`src/rtl/counter_pkg.sv`:
```
// Shared constants for the up/down counter family: count modes, directions and a
// width helper for the prescaler phase register.
package counter_pkg;

   localparam int unsigned MODE_WRAP = 0;
   localparam int unsigned MODE_SAT  = 1;

   localparam logic DIR_UP   = 1'b1;
   localparam logic DIR_DOWN = 1'b0;

   // A phase register always needs at least one bit, even when PRESCALE is 1.
   function automatic int unsigned prescale_width(int unsigned prescale);
      return (prescale > 1) ? $clog2(prescale) : 1;
   endfunction

endpackage

```
`src/rtl/counter_prescaler.sv`:
```
// Enable divider: tick is high on every PRESCALE-th enabled cycle; the phase
// holds while enable is low and restarts on reset or clear.
module counter_prescaler
   import counter_pkg::*;
#(
   parameter int unsigned PRESCALE = 1
) (
   input  logic clock,
   input  logic reset,
   input  logic clear,
   input  logic enable,
   output logic tick
);

   localparam int unsigned    PW   = prescale_width(PRESCALE);
   localparam logic [PW-1:0]  LAST = PW'(PRESCALE - 1);

   logic [PW-1:0] phase_q;
   logic          at_last;

   assign at_last = (phase_q == LAST);
   assign tick    = enable && at_last;

   always_ff @(posedge clock) begin
      if (reset || clear) begin
         phase_q <= '0;
      end else if (enable) begin
         phase_q <= at_last ? '0 : phase_q + PW'(1);
      end
   end

endmodule

```
`src/rtl/updown_counter.sv`:
```
// Prescaled up/down counter bounded to 0..MAX_COUNT, wrapping or saturating at
// the bounds, with a one-cycle wrap pulse and a sticky overflow flag.
module updown_counter
   import counter_pkg::*;
#(
   parameter int unsigned     WIDTH     = 4,
   parameter longint unsigned MAX_COUNT = (64'd1 << WIDTH) - 64'd1,
   parameter int unsigned     SATURATE  = MODE_WRAP,
   parameter int unsigned     PRESCALE  = 1
) (
   input  logic             clock,
   input  logic             reset,
   input  logic             enable,
   input  logic             up_down,
   input  logic             load,
   input  logic [WIDTH-1:0] load_value,
   input  logic             clear,
   output logic [WIDTH-1:0] counter_out,
   output logic             terminal_count,
   output logic             wrap,
   output logic             overflow
);

   if (WIDTH < 2 || WIDTH > 32) begin : g_bad_width
      $fatal(1, "updown_counter: WIDTH must be within 2..32");
   end
   if (MAX_COUNT < 1 || MAX_COUNT > ((64'd1 << WIDTH) - 64'd1)) begin : g_bad_max
      $fatal(1, "updown_counter: MAX_COUNT must be within 1..2**WIDTH-1");
   end
   if (SATURATE != MODE_WRAP && SATURATE != MODE_SAT) begin : g_bad_mode
      $fatal(1, "updown_counter: SATURATE must be 0 or 1");
   end
   if (PRESCALE < 1 || PRESCALE > 256) begin : g_bad_prescale
      $fatal(1, "updown_counter: PRESCALE must be within 1..256");
   end

   localparam logic [WIDTH-1:0] MAX_VAL = WIDTH'(MAX_COUNT);
   localparam logic             SAT     = (SATURATE == MODE_SAT);

   logic [WIDTH-1:0] count_q, stepped, load_clamped;
   logic             wrap_q, overflow_q;
   logic             tick, at_bound;

   // Load restarts the prescale phase just like clear does.
   counter_prescaler #(
      .PRESCALE (PRESCALE)
   ) u_prescaler (
      .clock  (clock),
      .reset  (reset),
      .clear  (clear || load),
      .enable (enable),
      .tick   (tick)
   );

   always_comb begin
      at_bound     = 1'b0;
      stepped      = count_q;
      load_clamped = (load_value > MAX_VAL) ? MAX_VAL : load_value;
      if (up_down == DIR_DOWN) begin
         at_bound = (count_q == '0);
         stepped  = at_bound ? (SAT ? '0 : MAX_VAL) : count_q - WIDTH'(1);
      end else begin
         at_bound = (count_q == MAX_VAL);
         stepped  = at_bound ? (SAT ? MAX_VAL : '0) : count_q + WIDTH'(1);
      end
      terminal_count = tick && at_bound;
   end

   always_ff @(posedge clock) begin
      if (reset || clear) begin
         count_q    <= '0;
         wrap_q     <= 1'b0;
         overflow_q <= 1'b0;
      end else if (load) begin
         count_q <= load_clamped;
         wrap_q  <= 1'b0;
      end else if (tick) begin
         count_q <= stepped;
         wrap_q  <= terminal_count;
         if (terminal_count) begin
            overflow_q <= 1'b1;
         end
      end else begin
         wrap_q <= 1'b0;
      end
   end

   assign counter_out = count_q;
   assign wrap        = wrap_q;
   assign overflow    = overflow_q;

endmodule

```
`config.mk`:
```
export PLATFORM = sky130hd
export DESIGN_NAME = updown_counter
export DESIGN_NICKNAME = d
export VERILOG_FILES = /design/src/rtl/counter_pkg.sv /design/src/rtl/counter_prescaler.sv /design/src/rtl/updown_counter.sv
export SDC_FILE = /design/constraint.sdc
export NUM_CORES = 1
export LEC_CHECK = 0
export BUFFER_PORTS_ARGS = -buffer_cell sky130_fd_sc_hd__buf_2
export CAP_MARGIN = 20
export CELL_PAD_IN_SITES_DETAIL_PLACEMENT = 2
export CELL_PAD_IN_SITES_GLOBAL_PLACEMENT = 2
export CORE_MARGIN = 1.5
export CORE_UTILIZATION = 24
export DETAILED_ROUTE_END_ITERATION = 7
export PLACE_DENSITY = 0.69
export SYNTH_ARGS = -nofsm -noshare
export SYNTH_HDL_FRONTEND = slang
export SYNTH_HIERARCHICAL = 1
export SYNTH_SLANG_ARGS = --single-unit
```
`constraint.sdc`:
```
create_clock -name clock -period 2.19 [get_ports clock]
set_input_delay 0.438 -clock clock [delete_from_list [all_inputs] [get_ports clock]]
set_output_delay 0.438 -clock clock [all_outputs]
set_load 0.05 [all_outputs]
```
==> flow_summary_export.csv, run 1 <==
group,metric,value,unit
run_status,run_status,"completed",
floorplanning,rows,15,
synthesis,yosysWarnings,6,
placement,port_buffers,16,
placement,hpwl,1.20,mm
sta,fin_skew,0.00903,ns
clocking,cts_tree,"yes",
cells_and_area,final_nets,92,
clocking,htreeDepth,1,
routing,ant_nets,0,
setup_path,start_kind,"register",
sta,whs,0.407,ns
floorplanning,die_w,45.4,µm
routing,dr_wl_met3,60,µm
clocking,cts_hold_buf,0,
synthesis,postSynthCellCount,54,
sta,finalHoldViolations,0,
routing,totalWireLength,1.58,mm
placement,dp.cells,97,
setup_path,critical_path.startpoint,"counter_out[0]",
synthesis,synth_nets,66,
clocking,cts_made_buffers,3,
grt,grt_overflow,0,
power_and_ir_drop,ir_worst_vdd,0.332,mV
cells_and_area,area_growth,46.7,%
floorplanning,ios,17,
clocking,clockBufferDepth,2,
routing,wl_met1,678,µm
sta,setup_violations,0,
cells_and_area,drive_above_1_share,39.7,%
clocking,insertion_delay,0.25,ns
cells_and_area,post-route-util,37.1,%
power_and_ir_drop,finalPower,0.334,mW
sta,maxSlewHeadroom,76.5,%
routing,top_layer,"met3",
synthesis,netlist_area,432,µm²
job,cap_violations,0,
sta,fin_crit,2.13,ns
routing,drt-initial-drc-count,5,
setup_path,arrival,1.69,ns
floorplanning,initial_core_util,25.3,%
setup_path,critical_path_required,1.75,ns
floorplanning,dieArea,2060,µm²
min_path,hp-class,"input port to register",
routing,wl_met2,844,µm
synthesis,syn_area_per_cell,7.99,µm²
routing,via_per_inst,4.85,
placement,pre_cts_slack,0.174,ns
grt,antenna_found_initial,0,
power_and_ir_drop,p_leak,0.280,nW
sta,slew_viol_final,0,
setup_path,r2r_start,"counter_out[0]",
routing,route.detailed.drc,0,
clocking,clockRootBuffer,"clkbuf_4",
power_and_ir_drop,power_density,527,nW/µm²
setup_path,path_class,"register to primary output",
grt,grt_pass1_wl,2.34,mm
setup_path,end_kind,"primary output",
floorplanning,core_area,1710,µm²
min_path,hold_start,"clear",
grt,grt_max_degree,9,
setup_path,cp_max_fo,6,
routing,wl_per_cell,15.4,µm
clocking,clkSinkCount,6,
cells_and_area,antenna_cells,0,
floorplanning,dieHeight,45.4,µm
placement,globalplace.congestion,0.760,
grt,grt_pass1_vias,506,
sta,fin_crit_sh,97.2,%
clocking,clk_pin_slew,0.05,ns
sta,tightest_slew,0.351,ns
cells_and_area,fin_cells,103,
routing,vias,500,
grt,track_usage,16.7,%
sta,fmax,470,MHz
routing,dr.pass1.iters,2,
sta,worst_slack,0.0606,ns
final timing paths:
| kind | end | slack, ns | depth (start not counted) |
|---|---|---|---|
| worst min-delay path | counter_out[3] | 0.41 | 2 |
| worst min register to register | overflow | 0.46 | 1 |
| worst max register to register | wrap | 0.50 | 6 |
| worst max-delay path | terminal_count | 0.06 | 6 |
stage by stage:
stage | instance area [µm²] | TNS [ns]
after floorplan | 440 | 0
after global placement | 563 | 0
after detailed placement | 563 | 0
after CTS | 602 | 0
after global routing | 633 | -0.0110
final | 633 | 0
sequential cells by signal (all words and copies together) (netlist names):
signal / flops
overflow: 1
wrap: 1
counter_out: 4
report_power, final:
| group | switching, mW | internal, mW |
|---|---|---|
| logic | 0.0616 | 0.0461 |
| clock network | 0.0467 | 0.0625 |
| registers | 0.00370 | 0.113 |
| total | 0.112 | 0.222 |
layout make-up:
cell class | instances | area [µm²]
repair buffers | 23 | 143
flip-flops and latches | 6 | 124
clock buffers | 3 | 22.5
fillers | 198 | 1070
multi-input cells | 41 | 294
inverters | 5 | 18.8
well taps | 25 | 31.3
what timing repair did:
item | 4_1_cts | 5_1_grt
gates resized for setup | 3 | 4
endpoints found under the setup margin | 1 | 1
buffers inserted | 1 | 2
hold endpoints to repair | 0 | 0
cell usage in the layout, fill, tap and decap left out, drive strengths merged, types with 3 or more instances in the layout:
master and count:
o21ai 5, nor2 6, dfxtp 6, buf 23, clkbuf 3, a21oi 3
inv 5
per-layer routing:
metal / track usage (%) / vias to the layer above
li1: - / 243
met1: 19.9 / 245
met2: 28.7 / 12
met3: 7.14 / 0
met4: 1.76 / 0
met5: 0 / -
worst max-delay path, cell delays in order, from the launching register on:
cell and delay (ns):
dfxtp_4 0.36, inv_2 0.08, ha_4 0.14, or4b_1 0.42
o21a_1 0.16, nor2b_4 0.13, buf_8 0.15
Power figures use the tool's default switching activity.
==> run 2: changes to the inputs <==
--- a/config.mk
+++ b/config.mk
@@ -11,7 +11,7 @@
 export CELL_PAD_IN_SITES_GLOBAL_PLACEMENT = 2
 export CORE_MARGIN = 1.5
-export CORE_UTILIZATION = 24
+export CORE_UTILIZATION = 25
 export DETAILED_ROUTE_END_ITERATION = 7
-export PLACE_DENSITY = 0.69
+export PLACE_DENSITY = 0.71
 export SYNTH_ARGS = -nofsm -noshare
 export SYNTH_HDL_FRONTEND = slang
==> constraint.sdc (replaced) <==
create_clock -name clock -period 2.52 [get_ports clock]
set_input_delay 0.504 -clock clock [delete_from_list [all_inputs] [get_ports clock]]
set_output_delay 0.504 -clock clock [all_outputs]
set_load 0.1 [all_outputs]
==> run 2 against run 1 <==
Register-to-register slack better by 0.31 ns. Sequential power shrank 10%. Global-route usage grew 0.38 points. Final cell count decreased by 16%. Largest power group unchanged.
==> flow_summary_export.csv, run 2 (synthesized netlist as in run 1, its figures left out) <==
group,metric,value,unit
run_status,run_status,"completed",
clocking,cts.repair.resized,0,
sta,fin_crit_sh,96.0,%
setup_path,crit_slowest_cell,"or4b_1",
min_path,whs_path_depth,2,
setup_path,cp_max_fo,6,
grt,track_usage,17.1,%
sta,rsz0062_at_grt,"false",
routing,via_per_inst,5.28,
cells_and_area,post-route-util,36.0,%
clocking,clkSinkCount,6,
cells_and_area,layout_common_cells,"buf_2, nor2_1, inv_1, o21ai_0, dfxtp_1",
placement,placed_cell_area,538,µm²
power_and_ir_drop,power_density,524,nW/µm²
sta,fmax,413,MHz
setup_path,ff2ff_path_depth,5,
power_and_ir_drop,swShare,37.4,%
sta,finalHoldViolations,0,
sta,fin_crit,2.42,ns
setup_path,start_kind,"register",
setup_path,end_kind,"primary output",
routing,vias,459,
sta,whs,0.467,ns
grt,grt_pass1_vias,490,
routing,totalWireLength,1.44,mm
sta,fin_skew,0.00354,ns
clocking,htreeDepth,1,
routing,drt-initial-drc-count,2,
routing,dr.pass1.iters,4,
min_path,hp-class,"input port to register",
grt,grt_max_degree,10,
routing,wl_per_cell,16.6,µm
floorplanning,rows,14,
power_and_ir_drop,p_seq_share,35.7,%
setup_path,worstPathCellList,"inv_1 > ha_1 > or4b_1 > o21a_1 > nor2b_4 > buf_12",
power_and_ir_drop,ir_worst_vdd,0.172,mV
floorplanning,ios,17,
grt,grt_pass1_wl,2.40,mm
power_and_ir_drop,p_leak,0.247,nW
grt,grt_overflow,0,
cells_and_area,final_nets,85,
setup_path,max_stage_delay,0.45,ns
sta,setup_violations,0,
clocking,cts_tree,"yes",
floorplanning,die_w,44.6,µm
sta,tightest_slew,0.490,ns
cells_and_area,final_common_cell,"buf_2",
placement,dp.cells,84,
sta,fin_setup_tns,0,ns
cells_and_area,fin_cells,87,
clocking,cts_hold_buf,0,
cells_and_area,area_growth,29.9,%
cells_and_area,antenna_cells,0,
placement,hpwl,1.20,mm
clocking,clk_pin_slew,0.05,ns
clocking,insertion_delay,0.25,ns
power_and_ir_drop,p_comb_share,32.5,%
cells_and_area,drive_above_1_share,32.4,%
routing,ant_nets,0,
clocking,clockRootBuffer,"clkbuf_4",
cells_and_area,largest_register_ffs,4,
sta,maxSlewHeadroom,67.6,%
setup_path,path_class,"register to primary output",
setup_path,critical_path_required,2.02,ns
clocking,clockBufferDepth,2,
power_and_ir_drop,power.internal,0.184,mW
floorplanning,initial_core_util,27.7,%
clocking,cts_setup_buffers,0,
floorplanning,dieArea,1990,µm²
sta,worst_slack,0.100,ns
placement,port_buffers,16,
setup_path,arrival,1.92,ns
sta,slew_viol_final,0,
floorplanning,core_area,1560,µm²
clocking,cts_made_buffers,3,
floorplanning,dieHeight,44.6,µm
placement,globalplace.congestion,0.816,
cells_and_area,fin_area,561,µm²
grt,antenna_found_initial,0,
power_and_ir_drop,finalPower,0.294,mW
power_and_ir_drop,clockPowerShare,31.8,%
placement,pre_cts_slack,0.375,ns
power_and_ir_drop,p_sw,0.110,mW
job,cap_violations,0,
routing,route.detailed.drc,0,
## run 2: worst paths after layout
check	start	endpoint	slack, ns
max reg2reg	counter_out[0]	wrap	0.81
min	clear	counter_out[3]	0.47
max	counter_out[0]	terminal_count	0.10
min reg2reg	overflow	overflow	0.49
## run 2: area by class of cell
class	count	area (µm²)
Fill cell	199	998
Multi-Input combinational cell	41	282
Sequential cell	6	123
Timing Repair Buffer	16	95.1
Clock buffer	3	22.5
Tap cell	16	20.0
Inverter	5	18.8
## run 2: power groups by stage
stage | Clock (mW) | Sequential [mW] | Combinational, mW
global placement | 0 | 0.106 | 0.0952
CTS | 0.0974 | 0.105 | 0.0967
global route | 0.103 | 0.106 | 0.103
finish | 0.0935 | 0.105 | 0.0955
floorplan | 0 | 0.132 | 0.0454
detailed placement | 0 | 0.107 | 0.0963
## run 2: critical path: cells and delay by family (launching register included)
family,cells,cell delay (ns)
adders and majority gates,1,0.24
DFF,1,0.34
and+or+nand+nor,2,0.59
AOI/OAI and AO/OA,1,0.17
buffers and inverters,2,0.33
## run 2: metal layers
metal / global-route usage (%) / vias up / part of all wire (%)
met5: 0 / - / 0
met4: 7.27 / 0 / 0.97
met3: 2.45 / 2 / 4.5
met2: 28.4 / 15 / 49
met1: 21.8 / 216 / 46
li1: - / 226 / -
==> run 3: changes to the inputs <==
--- a/config.mk
+++ b/config.mk
@@ -7,5 +7,4 @@
 export LEC_CHECK = 0
 export BUFFER_PORTS_ARGS = -buffer_cell sky130_fd_sc_hd__buf_2
-export CAP_MARGIN = 20
 export CELL_PAD_IN_SITES_DETAIL_PLACEMENT = 2
 export CELL_PAD_IN_SITES_GLOBAL_PLACEMENT = 2
==> constraint.sdc (replaced) <==
create_clock -name clock -period 2.52 [get_ports clock]
set_input_delay 0.252 -clock clock [delete_from_list [all_inputs] [get_ports clock]]
set_output_delay 0.252 -clock clock [all_outputs]
set_load 0.1 [all_outputs]
==> run 3 against run 2 <==
Flip-flop and latch count did not move. Hold slack got worse by 0.25 ns. Setup slack improved by 0.056 ns. Power fell by 3.0%. Critical path depth did not move. Largest cell class unchanged.
==> flow_summary_export.csv, run 3 (synthesized netlist as in run 1, its figures left out) <==
group,metric,value,unit
sta,finalHoldViolations,0,
clocking,insertion_delay,0.25,ns
setup_path,critical_path_required,2.27,ns
power_and_ir_drop,p_leak,0.242,nW
cells_and_area,area_growth,25.8,%
run_status,run_status,"completed",
cells_and_area,final_nets,85,
power_and_ir_drop,p_sw,0.105,mW
floorplanning,rows,14,
clocking,cts.repair.resized,0,
floorplanning,ios,17,
setup_path,end_kind,"primary output",
placement,globalplace.congestion,0.725,
floorplanning,initial_core_util,27.7,%
setup_path,path_class,"register to primary output",
clocking,cts_tree,"yes",
routing,top_layer,"met4",
setup_path,r2r_start,"counter_out[0]",
routing,vias,456,
routing,ant_nets,0,
floorplanning,die_w,44.6,µm
sta,fin_setup_tns,0,ns
sta,slew_viol_final,0,
power_and_ir_drop,swShare,36.8,%
cells_and_area,final_common_cell,"buf_2",
setup_path,cp_max_fo,6,
setup_path,ff2ff_setup_slack,0.81,ns
placement,port_buffers,16,
power_and_ir_drop,power.internal,0.180,mW
grt,grt_pass1_wl,2.17,mm
clocking,cts_hold_buf,0,
sta,fin_skew,0.00639,ns
clocking,clk_pin_slew,0.05,ns
routing,wl_per_cell,14.8,µm
routing,dr.pass1.iters,2,
power_and_ir_drop,p_seq_share,36.5,%
job,cap_violations,0,
cells_and_area,antenna_cells,0,
routing,totalWireLength,1.28,mm
min_path,hp-class,"input port to register",
placement,pre_cts_slack,0.413,ns
sta,fin_crit,2.36,ns
setup_path,start_kind,"register",
power_and_ir_drop,ir_worst_vdd,0.198,mV
routing,route.detailed.drc,0,
setup_path,critical_path.endpoint,"terminal_count",
floorplanning,dieHeight,44.6,µm
routing,wl_met1,589,µm
setup_path,arrival,2.11,ns
power_and_ir_drop,finalPower,0.285,mW
grt,track_usage,15.9,%
sta,fin_crit_sh,93.8,%
sta,setup_violations,0,
cells_and_area,drive_above_1_share,29.6,%
clocking,clkSinkCount,6,
routing,via_per_inst,5.24,
placement,hpwl,1.06,mm
floorplanning,dieArea,1990,µm²
routing,dr_wl_met3,75,µm
cells_and_area,largest_register_ffs,4,
routing,wl_met2,613,µm
grt,grt_pass1_vias,461,
clocking,cts_made_buffers,3,
setup_path,ff2ff_path_depth,6,
sta,fmax,423,MHz
clocking,clockRootBuffer,"clkbuf_4",
clocking,clockBufferDepth,2,
routing,drt-initial-drc-count,5,
sta,worst_slack,0.156,ns
sta,tightest_slew,0.490,ns
setup_path,r2r_end,"counter_out[2]",
setup_path,critical_path.startpoint,"counter_out[0]",
clocking,htreeDepth,1,
cells_and_area,layout_common_cells,"buf_2, nor2_1, dfxtp_1",
clocking,cts_setup_buffers,0,
power_and_ir_drop,clockPowerShare,31.7,%
grt,antenna_found_initial,0,
power_and_ir_drop,power_density,525,nW/µm²
floorplanning,core_area,1560,µm²
sta,rsz0062_at_grt,"false",
power_and_ir_drop,p_comb_share,31.8,%
grt,grt_overflow,0,
grt,grt_max_degree,10,
sta,maxSlewHeadroom,67.6,%
[run 3: cell counts in the layout (fill, tap and decap cells not counted)]
No cell type changed its count.
[run 3: stage by stage]
stage / hold slack, ns / instance area [µm²] / utilization [%] / std cells
CTS: 0.216 / 543 / 34.8 / 87
detailed placement: 0.460 / 520 / 33.4 / 84
finish: 0.220 / 543 / 34.8 / 87
global placement: 0.459 / 520 / 33.4 / 84
floorplan: 0.324 / 439 / - / 54
global route: 0.237 / 543 / 34.8 / 87
[run 3: layout make-up]
class / count / area, µm²
multi-input cells: 41 / 282
well taps: 16 / 20.0
inverters: 5 / 18.8
clock buffers: 3 / 22.5
flip-flops and latches: 6 / 120
fillers: 200 / 1020
repair buffers: 16 / 80.1
[run 3: critical path: stages (launching register included)]
cell	delay [ns]
dfxtp_1	0.35
inv_1	0.15
ha_1	0.23
or4b_1	0.44
o21a_1	0.17
nor2b_4	0.11
buf_2	0.42
[run 3: power by group through the flow]
stage | Sequential (mW) | Clock (mW) | Combinational [mW]
2_1_floorplan | 0.132 | 0 | 0.0455
3_3_place_gp | 0.106 | 0 | 0.0910
3_5_place_dp | 0.106 | 0 | 0.0914
4_1_cts | 0.104 | 0.0942 | 0.0920
5_1_grt | 0.105 | 0.101 | 0.0984
6_report | 0.104 | 0.0903 | 0.0907
[run 3: worst min path at each step]
| stage | slack [ns] | end | from | cells after the start |
|---|---|---|---|---|
| after CTS | 0.22 | counter_out[3] | clear | 2 |
| after detailed placement | 0.46 | overflow | overflow | 1 |
| after global placement | 0.46 | overflow | overflow | 1 |
| after global routing | 0.24 | counter_out[3] | clear | 2 |
| after floorplan | 0.32 | counter_out[3] | clear | 1 |
| final | 0.22 | counter_out[3] | clear | 2 |
[run 3: per-layer routing]
| metal | track usage, % | up-vias |
|---|---|---|
| li1 | - | 228 |
| met1 | 20.6 | 212 |
| met2 | 24.1 | 14 |
| met3 | 6.12 | 2 |
| met4 | 5.45 | 0 |
| met5 | 0 | - |
